$ cat config.mk
export PLATFORM = sky130hd
export DESIGN_NAME = uart_fifo_transceiver_flat
export DESIGN_NICKNAME = d
export VERILOG_FILES = /design/src/rtl/uart_fifo_transceiver_if.sv /design/src/rtl/uart_fifo_transceiver.sv /design/src/flat_wrapper.sv
export SDC_FILE = /design/constraint.sdc
export NUM_CORES = 1
export LEC_CHECK = 0
export CAP_MARGIN = 5
export CORE_MARGIN = 4
export CORE_UTILIZATION = 25
export DETAILED_ROUTE_END_ITERATION = 12
export DONT_BUFFER_PORTS = 1
export GPL_ROUTABILITY_DRIVEN = 1
export PLACE_DENSITY = 0.48
export SYNTH_ARGS = -nofsm -noshare
export SYNTH_HDL_FRONTEND = slang
export SYNTH_SLANG_ARGS = --single-unit
$ cat constraint.sdc
create_clock -name clock_i -period 13.3 [get_ports clock_i]
set_input_delay 3.99 -clock clock_i [delete_from_list [all_inputs] [get_ports clock_i]]
set_output_delay 3.99 -clock clock_i [all_outputs]
set_load 0.01 [all_outputs]
$ cat src/rtl/uart_fifo_transceiver_if.sv
// Host-side and pin-side signals of the FIFO-buffered UART transceiver.
// The slave modport is the transceiver; the master modport is the host or bench.
interface uart_fifo_transceiver_if #(
  parameter int unsigned CLOCK_DIVIDER_WIDTH = 16,
  parameter int unsigned DATA_WIDTH          = 8
);
  logic [CLOCK_DIVIDER_WIDTH-1:0] clock_divider_i;
  logic                           two_stop_bits_i;
  logic                           parity_bit_i;
  logic                           parity_even_i;
  logic                           write_i;
  logic [DATA_WIDTH-1:0]          data_i;
  logic                           tx_full_o;
  logic                           tx_empty_o;
  logic                           tx_busy_o;
  logic                           read_i;
  logic [DATA_WIDTH-1:0]          data_o;
  logic                           rx_empty_o;
  logic                           rx_full_o;
  logic                           clear_errors_i;
  logic                           parity_error_o;
  logic                           framing_error_o;
  logic                           overrun_o;
  logic                           serial_i;
  logic                           serial_o;

  modport master (
    output clock_divider_i, two_stop_bits_i, parity_bit_i, parity_even_i,
    output write_i, data_i, read_i, clear_errors_i, serial_i,
    input  tx_full_o, tx_empty_o, tx_busy_o, data_o, rx_empty_o, rx_full_o,
    input  parity_error_o, framing_error_o, overrun_o, serial_o
  );

  modport slave (
    input  clock_divider_i, two_stop_bits_i, parity_bit_i, parity_even_i,
    input  write_i, data_i, read_i, clear_errors_i, serial_i,
    output tx_full_o, tx_empty_o, tx_busy_o, data_o, rx_empty_o, rx_full_o,
    output parity_error_o, framing_error_o, overrun_o, serial_o
  );
endinterface

$ cat src/rtl/uart_fifo_transceiver.sv
// UART transceiver with TX/RX FIFOs, serial input synchroniser, glitch-rejecting
// start detection and sticky parity/framing/overrun flags.
module uart_fifo_transceiver #(
  parameter int unsigned CLOCK_DIVIDER_WIDTH = 16,
  parameter int unsigned DATA_WIDTH          = 8,
  parameter int unsigned FIFO_DEPTH_LOG2     = 4
) (
  input logic                    clock_i,
  input logic                    reset_i,
  uart_fifo_transceiver_if.slave bus
);

  localparam int unsigned Depth = 1 << FIFO_DEPTH_LOG2;
  localparam int unsigned Cw    = CLOCK_DIVIDER_WIDTH;
  localparam int unsigned Aw    = FIFO_DEPTH_LOG2;
  localparam int unsigned BitW  = $clog2(DATA_WIDTH);

  typedef logic [Aw:0] ptr_t;

  logic [Cw-1:0] bit_period;
  assign bit_period = (bus.clock_divider_i < Cw'(4)) ? Cw'(4) : bus.clock_divider_i;

  // ---------------------------------------------------------------- TX FIFO
  logic [DATA_WIDTH-1:0] tx_mem [Depth];
  ptr_t                  tx_wptr_q, tx_rptr_q;
  logic                  tx_full, tx_empty, tx_push, tx_pop;
  logic [DATA_WIDTH-1:0] tx_head;

  assign tx_empty = (tx_wptr_q == tx_rptr_q);
  assign tx_full  = (tx_wptr_q[Aw] != tx_rptr_q[Aw]) && (tx_wptr_q[Aw-1:0] == tx_rptr_q[Aw-1:0]);
  assign tx_push  = bus.write_i && !tx_full;
  assign tx_head  = tx_mem[tx_rptr_q[Aw-1:0]];

  always_ff @(posedge clock_i) begin
    if (tx_push) tx_mem[tx_wptr_q[Aw-1:0]] <= bus.data_i;
  end

  always_ff @(posedge clock_i or posedge reset_i) begin
    if (reset_i) begin
      tx_wptr_q <= '0;
      tx_rptr_q <= '0;
    end else begin
      if (tx_push) tx_wptr_q <= tx_wptr_q + ptr_t'(1);
      if (tx_pop)  tx_rptr_q <= tx_rptr_q + ptr_t'(1);
    end
  end

  // ---------------------------------------------------------------- TX FSM
  typedef enum logic [2:0] {TxIdle, TxStart, TxData, TxParity, TxStop1, TxStop2} tx_state_e;

  tx_state_e             tx_state_q;
  logic [Cw-1:0]         tx_cnt_q, tx_period_q;
  logic [DATA_WIDTH-1:0] tx_shift_q;
  logic [BitW-1:0]       tx_bit_q;
  logic                  tx_par_q, tx_par_en_q, tx_two_stop_q;
  logic                  serial_q, tx_busy_q;
  logic                  tx_bit_end, tx_frame_end;

  assign tx_bit_end   = (tx_cnt_q == '0);
  assign tx_frame_end = tx_bit_end && ((tx_state_q == TxStop2) ||
                                       ((tx_state_q == TxStop1) && !tx_two_stop_q));
  // The next frame is loaded either from idle or straight out of the last stop bit.
  assign tx_pop = !tx_empty && ((tx_state_q == TxIdle) || tx_frame_end);

  always_ff @(posedge clock_i or posedge reset_i) begin
    if (reset_i) begin
      tx_state_q    <= TxIdle;
      tx_cnt_q      <= '0;
      tx_period_q   <= Cw'(4);
      tx_shift_q    <= '0;
      tx_bit_q      <= '0;
      tx_par_q      <= 1'b0;
      tx_par_en_q   <= 1'b0;
      tx_two_stop_q <= 1'b0;
      serial_q      <= 1'b1;
      tx_busy_q     <= 1'b0;
    end else if (tx_pop) begin
      tx_state_q    <= TxStart;
      tx_cnt_q      <= bit_period - Cw'(1);
      tx_period_q   <= bit_period;
      tx_shift_q    <= tx_head;
      tx_bit_q      <= '0;
      tx_par_q      <= (^tx_head) ^ ~bus.parity_even_i;
      tx_par_en_q   <= bus.parity_bit_i;
      tx_two_stop_q <= bus.two_stop_bits_i;
      serial_q      <= 1'b0;
      tx_busy_q     <= 1'b1;
    end else if (tx_state_q != TxIdle) begin
      if (!tx_bit_end) begin
        tx_cnt_q <= tx_cnt_q - Cw'(1);
      end else begin
        tx_cnt_q <= tx_period_q - Cw'(1);
        unique case (tx_state_q)
          TxStart: begin
            tx_state_q <= TxData;
            serial_q   <= tx_shift_q[0];
            tx_shift_q <= tx_shift_q >> 1;
          end
          TxData: begin
            if (tx_bit_q == BitW'(DATA_WIDTH - 1)) begin
              tx_state_q <= tx_par_en_q ? TxParity : TxStop1;
              serial_q   <= tx_par_en_q ? tx_par_q : 1'b1;
            end else begin
              tx_bit_q   <= tx_bit_q + BitW'(1);
              serial_q   <= tx_shift_q[0];
              tx_shift_q <= tx_shift_q >> 1;
            end
          end
          TxParity: begin
            tx_state_q <= TxStop1;
            serial_q   <= 1'b1;
          end
          TxStop1: begin
            if (tx_two_stop_q) begin
              tx_state_q <= TxStop2;
            end else begin
              tx_state_q <= TxIdle;
              tx_busy_q  <= 1'b0;
            end
          end
          default: begin
            tx_state_q <= TxIdle;
            tx_busy_q  <= 1'b0;
          end
        endcase
      end
    end
  end

  // ---------------------------------------------------------------- RX sync
  logic [1:0] sync_q;
  logic       rx_line;

  always_ff @(posedge clock_i or posedge reset_i) begin
    if (reset_i) sync_q <= 2'b11;
    else         sync_q <= {sync_q[0], bus.serial_i};
  end
  assign rx_line = sync_q[1];

  // ---------------------------------------------------------------- RX FSM
  typedef enum logic [2:0] {RxIdle, RxStart, RxData, RxParity, RxStop, RxBreak} rx_state_e;

  rx_state_e             rx_state_q;
  logic [Cw-1:0]         rx_cnt_q, rx_period_q;
  logic [DATA_WIDTH-1:0] rx_shift_q;
  logic [BitW-1:0]       rx_bit_q;
  logic                  rx_par_q, rx_par_en_q, rx_par_even_q;
  logic                  rx_sample, rx_done, framing_set, parity_set;

  assign rx_sample   = (rx_cnt_q == '0);
  assign rx_done     = (rx_state_q == RxStop) && rx_sample;
  assign framing_set = rx_done && !rx_line;
  assign parity_set  = rx_done && rx_par_en_q &&
                       (rx_par_q != ((^rx_shift_q) ^ ~rx_par_even_q));

  always_ff @(posedge clock_i or posedge reset_i) begin
    if (reset_i) begin
      rx_state_q    <= RxIdle;
      rx_cnt_q      <= '0;
      rx_period_q   <= Cw'(4);
      rx_shift_q    <= '0;
      rx_bit_q      <= '0;
      rx_par_q      <= 1'b0;
      rx_par_en_q   <= 1'b0;
      rx_par_even_q <= 1'b0;
    end else begin
      if (rx_state_q != RxIdle && rx_state_q != RxBreak && !rx_sample) begin
        rx_cnt_q <= rx_cnt_q - Cw'(1);
      end
      unique case (rx_state_q)
        RxIdle: begin
          if (!rx_line) begin
            rx_state_q    <= RxStart;
            rx_cnt_q      <= (bit_period >> 1) - Cw'(1);
            rx_period_q   <= bit_period;
            rx_par_en_q   <= bus.parity_bit_i;
            rx_par_even_q <= bus.parity_even_i;
          end
        end
        RxStart: begin
          if (rx_sample) begin
            // A line that is high again at mid start bit was only a glitch.
            rx_state_q <= rx_line ? RxIdle : RxData;
            rx_cnt_q   <= rx_period_q - Cw'(1);
            rx_bit_q   <= '0;
          end
        end
        RxData: begin
          if (rx_sample) begin
            rx_shift_q <= {rx_line, rx_shift_q[DATA_WIDTH-1:1]};
            rx_cnt_q   <= rx_period_q - Cw'(1);
            if (rx_bit_q == BitW'(DATA_WIDTH - 1)) begin
              rx_state_q <= rx_par_en_q ? RxParity : RxStop;
            end else begin
              rx_bit_q <= rx_bit_q + BitW'(1);
            end
          end
        end
        RxParity: begin
          if (rx_sample) begin
            rx_par_q   <= rx_line;
            rx_cnt_q   <= rx_period_q - Cw'(1);
            rx_state_q <= RxStop;
          end
        end
        RxStop: begin
          if (rx_sample) rx_state_q <= rx_line ? RxIdle : RxBreak;
        end
        default: begin
          // Hold off after a framing error until the line recovers.
          if (rx_line) rx_state_q <= RxIdle;
        end
      endcase
    end
  end

  // ---------------------------------------------------------------- RX FIFO
  logic [DATA_WIDTH-1:0] rx_mem [Depth];
  ptr_t                  rx_wptr_q, rx_rptr_q, rx_count, rx_rptr_next;
  logic                  rx_full, rx_empty, rx_push, rx_pop, overrun_set;
  logic [DATA_WIDTH-1:0] data_q, data_d;

  assign rx_empty     = (rx_wptr_q == rx_rptr_q);
  assign rx_full      = (rx_wptr_q[Aw] != rx_rptr_q[Aw]) && (rx_wptr_q[Aw-1:0] == rx_rptr_q[Aw-1:0]);
  assign rx_count     = rx_wptr_q - rx_rptr_q;
  assign rx_rptr_next = rx_rptr_q + ptr_t'(1);
  assign rx_pop       = bus.read_i && !rx_empty;
  assign rx_push      = rx_done && (!rx_full || bus.read_i);
  assign overrun_set  = rx_done && rx_full && !bus.read_i;

  always_ff @(posedge clock_i) begin
    if (rx_push) rx_mem[rx_wptr_q[Aw-1:0]] <= rx_shift_q;
  end

  // data_o is a registered copy of the head so it holds its value once drained.
  always_comb begin
    data_d = data_q;
    if (rx_pop) begin
      if (rx_count > ptr_t'(1)) data_d = rx_mem[rx_rptr_next[Aw-1:0]];
      else if (rx_push)         data_d = rx_shift_q;
    end else if (rx_empty && rx_push) begin
      data_d = rx_shift_q;
    end
  end

  logic parity_error_q, framing_error_q, overrun_q;

  always_ff @(posedge clock_i or posedge reset_i) begin
    if (reset_i) begin
      rx_wptr_q       <= '0;
      rx_rptr_q       <= '0;
      data_q          <= '0;
      parity_error_q  <= 1'b0;
      framing_error_q <= 1'b0;
      overrun_q       <= 1'b0;
    end else begin
      if (rx_push) rx_wptr_q <= rx_wptr_q + ptr_t'(1);
      if (rx_pop)  rx_rptr_q <= rx_rptr_next;
      data_q          <= data_d;
      parity_error_q  <= (parity_error_q && !bus.clear_errors_i) || parity_set;
      framing_error_q <= (framing_error_q && !bus.clear_errors_i) || framing_set;
      overrun_q       <= (overrun_q && !bus.clear_errors_i) || overrun_set;
    end
  end

  assign bus.serial_o        = serial_q;
  assign bus.tx_busy_o       = tx_busy_q;
  assign bus.tx_full_o       = tx_full;
  assign bus.tx_empty_o      = tx_empty;
  assign bus.data_o          = data_q;
  assign bus.rx_empty_o      = rx_empty;
  assign bus.rx_full_o       = rx_full;
  assign bus.parity_error_o  = parity_error_q;
  assign bus.framing_error_o = framing_error_q;
  assign bus.overrun_o       = overrun_q;

endmodule

$ cat src/flat_wrapper.sv
// flat-port wrapper written by rule: the top's interface ports become plain ports
module uart_fifo_transceiver_flat 
#(
  parameter int unsigned CLOCK_DIVIDER_WIDTH = 16,
  parameter int unsigned DATA_WIDTH          = 8,
  parameter int unsigned FIFO_DEPTH_LOG2     = 4
)
  (clock_i, reset_i, bus_clock_divider_i, bus_two_stop_bits_i, bus_parity_bit_i, bus_parity_even_i, bus_write_i, bus_data_i, bus_read_i, bus_clear_errors_i, bus_serial_i, bus_tx_full_o, bus_tx_empty_o, bus_tx_busy_o, bus_data_o, bus_rx_empty_o, bus_rx_full_o, bus_parity_error_o, bus_framing_error_o, bus_overrun_o, bus_serial_o);
  uart_fifo_transceiver_if #(.CLOCK_DIVIDER_WIDTH(CLOCK_DIVIDER_WIDTH), .DATA_WIDTH(DATA_WIDTH)) bus_i ();
  input logic clock_i;
  input logic reset_i;
  input wire logic [$bits(bus_i.clock_divider_i)-1:0] bus_clock_divider_i;
  input wire logic [$bits(bus_i.two_stop_bits_i)-1:0] bus_two_stop_bits_i;
  input wire logic [$bits(bus_i.parity_bit_i)-1:0] bus_parity_bit_i;
  input wire logic [$bits(bus_i.parity_even_i)-1:0] bus_parity_even_i;
  input wire logic [$bits(bus_i.write_i)-1:0] bus_write_i;
  input wire logic [$bits(bus_i.data_i)-1:0] bus_data_i;
  input wire logic [$bits(bus_i.read_i)-1:0] bus_read_i;
  input wire logic [$bits(bus_i.clear_errors_i)-1:0] bus_clear_errors_i;
  input wire logic [$bits(bus_i.serial_i)-1:0] bus_serial_i;
  output wire logic [$bits(bus_i.tx_full_o)-1:0] bus_tx_full_o;
  output wire logic [$bits(bus_i.tx_empty_o)-1:0] bus_tx_empty_o;
  output wire logic [$bits(bus_i.tx_busy_o)-1:0] bus_tx_busy_o;
  output wire logic [$bits(bus_i.data_o)-1:0] bus_data_o;
  output wire logic [$bits(bus_i.rx_empty_o)-1:0] bus_rx_empty_o;
  output wire logic [$bits(bus_i.rx_full_o)-1:0] bus_rx_full_o;
  output wire logic [$bits(bus_i.parity_error_o)-1:0] bus_parity_error_o;
  output wire logic [$bits(bus_i.framing_error_o)-1:0] bus_framing_error_o;
  output wire logic [$bits(bus_i.overrun_o)-1:0] bus_overrun_o;
  output wire logic [$bits(bus_i.serial_o)-1:0] bus_serial_o;
  assign bus_i.clock_divider_i = bus_clock_divider_i;
  assign bus_i.two_stop_bits_i = bus_two_stop_bits_i;
  assign bus_i.parity_bit_i = bus_parity_bit_i;
  assign bus_i.parity_even_i = bus_parity_even_i;
  assign bus_i.write_i = bus_write_i;
  assign bus_i.data_i = bus_data_i;
  assign bus_i.read_i = bus_read_i;
  assign bus_i.clear_errors_i = bus_clear_errors_i;
  assign bus_i.serial_i = bus_serial_i;
  assign bus_tx_full_o = bus_i.tx_full_o;
  assign bus_tx_empty_o = bus_i.tx_empty_o;
  assign bus_tx_busy_o = bus_i.tx_busy_o;
  assign bus_data_o = bus_i.data_o;
  assign bus_rx_empty_o = bus_i.rx_empty_o;
  assign bus_rx_full_o = bus_i.rx_full_o;
  assign bus_parity_error_o = bus_i.parity_error_o;
  assign bus_framing_error_o = bus_i.framing_error_o;
  assign bus_overrun_o = bus_i.overrun_o;
  assign bus_serial_o = bus_i.serial_o;
  uart_fifo_transceiver #(.CLOCK_DIVIDER_WIDTH(CLOCK_DIVIDER_WIDTH), .DATA_WIDTH(DATA_WIDTH), .FIFO_DEPTH_LOG2(FIFO_DEPTH_LOG2)) u_core (.clock_i(clock_i), .reset_i(reset_i), .bus(bus_i));
endmodule
==> parameters.txt, run 1 <==
Parameter                              Value

Routing
  TritonRoute pass-1 iters    4
  Routed Wire Length    42900 um
  Ratio of routed vias to standard cells    4.66
  Post-route antenna net violation count    0
  Total number of vias    10562
  DRC violations left    0
  Drt wl/cell    18.9 um
  Number of design-rule violations left by the first detailed-router iteration    784

Logic synthesis
  Count of state elements after synthesis    389
  Register area share after synthesis    0.624
  Post-synthesis net count    1352
  Syn. warnings    0
  Proportion of synthesized flip-flops having asynchronous set or reset    0.342
  Number of enable flip-flop cells after synthesis    256
  Prevailing post-synth register cell    sky130_fd_sc_hd__edfxtp_1
  Synth Area per Inst    13.6 um^2
  Synth Instances    1294
  Netlist area before placement    17700 um^2
  Distinct cell type count of the synthesized netlist    69

Timing
  Pins over their slew limit    0
  Final setup violation count    0
  Final number of hold-violating endpoints    0
  Minimum clock period    6.80 ns
  Final worst slack    6.50 ns
  Total negative slack for setup checks    0 ns
  Fmax achieved    0.147 GHz
  Rel. slew slack    0.151
  Final critical-path share of the clock period    0.512
  Setup repair after global routing missed its margin    false
  Setup Skew    0.0219 ns
  Slew of the pin with the lowest slew margin    1.26 ns

Flow run
  Max Cap Violations    0

Clocking
  CTS tree    done
  Buffer count from post-CTS setup fixing    0
  CTS root buffer    sky130_fd_sc_hd__clkbuf_16
  Clock buffers created by TritonCTS    43
  Later-pin clock latency in the skew report    0.58 ns
  Number of H-tree levels    2
  CTS resizes    0
  Bufs on Longest Clock Path    3
  # clock sinks    389
  Clock transition at the registers of the reported paths    0.06 ns
  Number of buffers inserted by hold repair at cts    0

Floorplanning
  Die width    274 um
  Number of placement rows    97
  Core footprint    70000 um^2
  DIE HEIGHT    274 um
  Initial cell density of the core    0.252
  Area of the die    75000 um^2
  Top-level port count    50

Global route
  GRT Overall Usage    0.114
  Via count of the first global-routing pass    10809
  Largest net degree at the start of global routing    79
  First-pass GRT wire length    66800 um
  Global route overflow    0
  Number of antenna violations at the first check in global routing    0

Min path
  Hold crit path type    reg -> reg

Layout
  Finished layout cell area    20200 um^2
  Non-filler cells in the finished layout    2266
  Area growth from synthesis to layout    14.5%
  Ratio of cells with drive above 1 in the final layout    0.158
  Final-stage net count    1351
  N_diodes    0
  Filler cells    7122

Outcome
  Run status    finished, final reports clean

Placement
  Hpwl dp    28300 um
  Standard cell area after detailed placement    18800 um^2
  Pre-CTS WS    5.65 ns
  Final Wtd Congestion    0.836
  Buffers on Ports    0
  Number of cells in the design after placement    2187

Worst setup path
  Critical Path AT    7.28 ns
  Maximum fanout encountered on the critical timing path    8
  Kind of capture point of the worst setup path    flop
  Flop-to-flop setup slack    9.34 ns
  Required time reported for the critical path endpoint    13.78 ns
  Type of the worst setup path    in -> reg
  Kind of launch point of the worst setup path    primary input

Power
  Power density over the cells    207 nW/um^2
  IR Drop Worst-Case VDD    118 uV
  Pwr Total    4180 uW
  Static Leak    0.00715 uW
-- state kept, by name, summed over array words and instances (netlist names), 5 cells and up --
| signal | cells |
|---|---|
| u_core.bus.data_o | 8 |
| u_core.rx_period_q | 16 |
| u_core.rx_shift_q | 8 |
| u_core.rx_mem | 128 |
| u_core.rx_cnt_q | 16 |
| u_core.tx_wptr_q | 5 |
| u_core.tx_mem | 128 |
| u_core.tx_shift_q | 8 |
| u_core.rx_wptr_q | 5 |
| u_core.tx_rptr_q | 5 |
| u_core.tx_period_q | 16 |
| u_core.tx_cnt_q | 16 |
| u_core.rx_rptr_q | 5 |
-- report_power, final --
part	total, uW	switching, uW	internal (uW)
Sequential	1690	202	1490
Combinational	1270	703	570
Clock	1220	505	711
-- layout make-up --
class | count | area [um^2] | share of cell area
repair buffers | 24 | 178 | 0.00879
clock inverters | 29 | 292 | 0.0144
well taps | 940 | 1180 | 0.0582
clock buffers | 49 | 1160 | 0.0574
flip-flops and latches | 389 | 11000 | 0.545
multi-input cells | 812 | 6300 | 0.311
inverters | 23 | 91.3 | 0.00452
-- path summary, 6_finish.rpt --
kind                                                 start                               to  cells after the start
setup / recovery                    bus_clock_divider_i[6]  u_core.tx_cnt_q[12]$_DFFE_PP0P_                      8
setup reg to reg           u_core.tx_cnt_q[10]$_DFFE_PP0P_  u_core.tx_cnt_q[15]$_DFFE_PP0P_                      8
hold / removal                  u_core.sync_q[0]$_DFF_PP1_       u_core.sync_q[1]$_DFF_PP1_                      0
min in group asynchronous                          reset_i      u_core.tx_par_q$_DFFE_PP0N_                      1
hold reg to reg                 u_core.sync_q[0]$_DFF_PP1_       u_core.sync_q[1]$_DFF_PP1_                      0
max in group asynchronous                          reset_i  u_core.rx_rptr_q[0]$_DFFE_PP0P_                      2
-- per-stage QoR --
step,utilization,hold slack [ns]
2_1_floorplan,-,0.345
3_5_place_dp,0.268,0.351
3_3_place_gp,0.268,0.347
4_1_cts,0.289,0.363
5_1_grt,0.289,0.373
6_report,0.289,0.363
-- cells in the mapped netlist, types with 12 or more instances --
master                     count  area, um^2
sky130_fd_sc_hd__nor2_1       84         315
sky130_fd_sc_hd__dfrtp_1     128        3200
sky130_fd_sc_hd__nor3_1       32         160
sky130_fd_sc_hd__a31oi_1      13        81.3
sky130_fd_sc_hd__inv_1        23        86.3
sky130_fd_sc_hd__nand3_1      20         100
sky130_fd_sc_hd__o221ai_1     18         158
sky130_fd_sc_hd__mux4_2       76        1710
sky130_fd_sc_hd__mux2_2       16         180
sky130_fd_sc_hd__buf_1        12        45.0
sky130_fd_sc_hd__clkbuf_1     55         206
sky130_fd_sc_hd__a21oi_1      28         140
sky130_fd_sc_hd__a22oi_1      16         120
sky130_fd_sc_hd__xor2_1       27         236
sky130_fd_sc_hd__ha_1         24         300
sky130_fd_sc_hd__edfxtp_1    256        7690
sky130_fd_sc_hd__nand2_1     182         683
sky130_fd_sc_hd__o21ai_0      42         210
sky130_fd_sc_hd__nand2b_1     15        93.8
sky130_fd_sc_hd__xnor2_1      61         534
-- worst max-delay path: stages --
cell                       delay (ns)
sky130_fd_sc_hd__nor4_1          0.74
sky130_fd_sc_hd__nand4_1         0.28
sky130_fd_sc_hd__o21ai_0         0.79
sky130_fd_sc_hd__a21o_1          0.22
sky130_fd_sc_hd__ha_1            0.34
sky130_fd_sc_hd__o221ai_1        0.31
sky130_fd_sc_hd__or3_1           0.44
sky130_fd_sc_hd__a31oi_1         0.16
-- cells by family (layout without fill, tap and decap cells) --
| kind of cell | after synthesis | after routing | synth area share |
|---|---|---|---|
| AOI/OAI and AO/OA | 195 | 195 | 0.0753 |
| xor gates and xnor gates | 89 | 89 | 0.0449 |
| adders and majority gates | 25 | 25 | 0.0181 |
| buffers and inverters | 93 | 125 | 0.0200 |
| DFF | 389 | 389 | 0.624 |
| muxes | 101 | 101 | 0.112 |
| and+or+nand+nor | 402 | 402 | 0.105 |
-- metal layers --
metal	routed length, um	track usage	up-vias
met4	939	0.0317	0
met2	20800	0.188	257
met5	0	0	-
li1	-	-	4871
met3	1930	0.0203	66
met1	19300	0.155	5368
-- cells in the final DEF (no fill, tap or decap), types with 13 or more instances in the layout --
cell | Yosys | routed
sky130_fd_sc_hd__edfxtp_1 | 256 | 256
sky130_fd_sc_hd__nand2_1 | 182 | 182
sky130_fd_sc_hd__dfrtp_1 | 128 | 126
sky130_fd_sc_hd__nor2_1 | 84 | 83
sky130_fd_sc_hd__mux4_2 | 76 | 76
sky130_fd_sc_hd__xnor2_1 | 61 | 61
sky130_fd_sc_hd__clkbuf_16 | 0 | 45
sky130_fd_sc_hd__o21ai_0 | 42 | 41
sky130_fd_sc_hd__nor3_1 | 32 | 32
sky130_fd_sc_hd__a21oi_1 | 28 | 28
sky130_fd_sc_hd__xor2_1 | 27 | 27
sky130_fd_sc_hd__ha_1 | 24 | 23
sky130_fd_sc_hd__buf_4 | 0 | 23
sky130_fd_sc_hd__inv_1 | 23 | 22
sky130_fd_sc_hd__nand3_1 | 20 | 20
sky130_fd_sc_hd__o221ai_1 | 18 | 18
sky130_fd_sc_hd__mux2_2 | 16 | 16
sky130_fd_sc_hd__a22oi_1 | 16 | 16
sky130_fd_sc_hd__nand2b_1 | 15 | 15
sky130_fd_sc_hd__a31oi_1 | 13 | 13
sky130_fd_sc_hd__clkinv_2 | 0 | 13
No activity file was read; power rests on OpenSTA's default activity.
==> inputs of run 2 (changes only) <==
PLACE_DENSITY = 0.5   (was 0.48)
clock period = 5.65 ns   (was 13.3 ns; I/O delays follow)
==> run 2 against run 1 <==
  * Clock power is 140% higher
  * Clock skew is 0.011 ns lower
  * Highest routed layer unchanged
  * Critical path depth is 4 lower
  * Global-route usage is 0.33 points lower
  * Largest power group unchanged
  * Final cell count hardly changed
  * Core utilization hardly changed
  * Register-to-register slack worse by 7.5 ns
==> parameters.txt, run 2 (synthesis results as in run 1) <==
Parameter                              Value

Layout
  N_diodes    0 (unchanged)
  Non-filler cells in the finished layout    2267 (+0.044%)
  Most used cells in the layout excluding fill and tap cells    sky130_fd_sc_hd__edfxtp_1, sky130_fd_sc_hd__nand2_1, sky130_fd_sc_hd__dfrtp_1
  Commonest non-fill, non-tap cell in the layout    sky130_fd_sc_hd__edfxtp_1
  Final-stage net count    1351 (unchanged)
  Area growth from synthesis to layout    14.6%
  Ratio of cells with drive above 1 in the final layout    0.157 (-0.000872)
  Finished layout cell area    20200 um^2 (+0.14%)

Routing
  TritonRoute pass-1 iters    5 (+1)
  Post-route antenna net violation count    0 (unchanged)
  Routed Wire Length    41700 um (-2.8%)
  Ratio of routed vias to standard cells    4.62 (-0.78%)
  Drt wl/cell    18.4 um (-2.8%)
  Number of design-rule violations left by the first detailed-router iteration    813 (+3.7%)
  Total number of vias    10484 (-0.74%)
  DRC violations left    0 (unchanged)

Clocking
  CTS root buffer    sky130_fd_sc_hd__clkbuf_16
  Clock transition at the registers of the reported paths    0.06 ns (about the same)
  Number of buffers inserted by hold repair at cts    0 (unchanged)
  Clock buffers created by TritonCTS    42 (-2.3%)
  Bufs on Longest Clock Path    3 (unchanged)
  CTS resizes    0 (unchanged)
  Later-pin clock latency in the skew report    0.55 ns (-0.03 ns)
  # clock sinks    389 (unchanged)
  Number of H-tree levels    2 (unchanged)
  CTS tree    done
  Buffer count from post-CTS setup fixing    0 (unchanged)

Worst setup path
  Critical-path cell list    buf_4, xnor2_1, nand4_1, nor2b_1
  Peak per-stage delay on the critical path    0.51 ns (-0.28 ns)
  Critical Path Slowest Stage Cell    sky130_fd_sc_hd__nor2b_1
  Kind of launch point of the worst setup path    flop
  Kind of capture point of the worst setup path    primary output
  Maximum fanout encountered on the critical timing path    36 (+28)
  Type of the worst setup path    reg -> out
  Critical Path AT    2.35 ns (-4.93 ns)
  Required time reported for the critical path endpoint    3.95 ns (-9.83 ns)

Global route
  Global route overflow    0 (unchanged)
  First-pass GRT wire length    65100 um (-2.4%)
  Via count of the first global-routing pass    10565 (-2.3%)
  GRT Overall Usage    0.111 (-0.00332)
  Number of antenna violations at the first check in global routing    0 (unchanged)
  Largest net degree at the start of global routing    110 (+39%)

Placement
  Final Wtd Congestion    0.842 (+0.77%)
  Standard cell area after detailed placement    18800 um^2 (+0.12%)
  Hpwl dp    27700 um (-2.0%)
  Buffers on Ports    0 (unchanged)
  Number of cells in the design after placement    2189 (+0.091%)

Flow run
  Max Cap Violations    0 (unchanged)

Timing
  Pins over their slew limit    0 (unchanged)
  Slew of the pin with the lowest slew margin    1.13 ns (-0.135 ns)
  Final setup violation count    0 (unchanged)
  Fmax achieved    0.247 GHz
  Setup Skew    0.0110 ns (-0.0109 ns)
  Total negative slack for setup checks    0 ns (unchanged)
  Final critical-path share of the clock period    0.715
  Rel. slew slack    0.242 (+0.0909)
  Final number of hold-violating endpoints    0 (unchanged)
  Minimum clock period    4.04 ns
  Setup repair after global routing missed its margin    false

Power
  Switching portion of total power    0.332 (-0.00578)
  Power density over the cells    488 nW/um^2 (+140%)
  Static Leak    0.00716 uW (+0.12%)
  Switch Pwr    3280 uW (+130%)
  Share of total power in sequential cells    0.405 (about the same)
  P_int    6610 uW (+140%)
  Combinational share of power    0.302 (-0.003)
  Clk pwr share    0.293 (+0.002)
  IR Drop Worst-Case VDD    295 uV (+150%)

Floorplanning
  Number of placement rows    97 (unchanged)
  DIE HEIGHT    274 um (unchanged)
  Core footprint    70000 um^2 (unchanged)
  Initial cell density of the core    0.252 (unchanged)
  Area of the die    75000 um^2 (unchanged)
  Top-level port count    50 (unchanged)
  Die width    274 um (unchanged)

Outcome
  Run status    finished, final reports clean

Min path
  Hold crit path type    reg -> reg
[run 2: cell count changes in the layout (fill, tap and decap cells not counted), sizes merged]
cell and change:
inv -2, clkinv -8, buf +2, clkinvlp +1, bufinv +2, clkbuf +6
[run 2: worst max-delay path: cells and delay by family, from the launching register on]
family | cells | cell delay (ns)
AND/OR/NAND/NOR | 2 | 0.78
buffers and inverters | 1 | 0.46
flip-flops | 1 | 0.32
XOR/XNOR | 1 | 0.19
[run 2: through the flow]
stage | hold WS [ns] | util | power, uW | worst slack, ns
2_1_floorplan | 0.345 | - | 6250 | 0.409
3_3_place_gp | 0.346 | 0.268 | 7060 | 1.49
3_5_place_dp | 0.347 | 0.268 | 7080 | 1.50
4_1_cts | 0.356 | 0.289 | 10000 | 1.58
5_1_grt | 0.358 | 0.289 | 10500 | 1.50
6_report | 0.356 | 0.289 | 9880 | 1.61
[run 2: per-layer routing]
| layer | up-vias | global-route usage | part of all wire |
|---|---|---|---|
| li1 | 4871 | - | - |
| met1 | 5353 | 0.157 | 0.47 |
| met2 | 207 | 0.176 | 0.47 |
| met3 | 53 | 0.0200 | 0.040 |
| met4 | 0 | 0.0279 | 0.019 |
| met5 | - | 0 | 0 |
[run 2: power groups by stage]
stage / sequential (uW) / clock, uW / combinational, uW
finish: 4000 / 2890 / 2990
CTS: 4000 / 2980 / 3040
floorplan: 3830 / 0 / 2430
global route: 4070 / 3100 / 3300
detailed placement: 4060 / 0 / 3020
global placement: 4040 / 0 / 3020
[run 2: path summary, 6_finish.rpt]
check                                                start                                end  slack, ns  depth (start not counted)
setup reg to reg            u_core.tx_cnt_q[3]$_DFFE_PP0P_    u_core.tx_cnt_q[15]$_DFFE_PP0P_       1.88                          8
hold / removal                  u_core.sync_q[0]$_DFF_PP1_         u_core.sync_q[1]$_DFF_PP1_       0.36                          0
max in group asynchronous                          reset_i    u_core.rx_rptr_q[0]$_DFFE_PP0P_       3.37                          2
min in group asynchronous                          reset_i  u_core.rx_period_q[6]$_DFFE_PP0P_       1.24                          1
hold reg to reg                 u_core.sync_q[0]$_DFF_PP1_         u_core.sync_q[1]$_DFF_PP1_       0.36                          0
setup / recovery           u_core.tx_rptr_q[1]$_DFFE_PP0N_                      bus_tx_full_o       1.61                          4
[run 2: final cells by class]
class | instances | area [um^2]
sequential | 389 | 11000
tap | 940 | 1180
timing repair buffer | 25 | 188
clock buffer | 56 | 1170
multi-input combinational | 812 | 6310
inverter | 23 | 91.3
fill | 7083 | 49800
clock inverter | 22 | 288
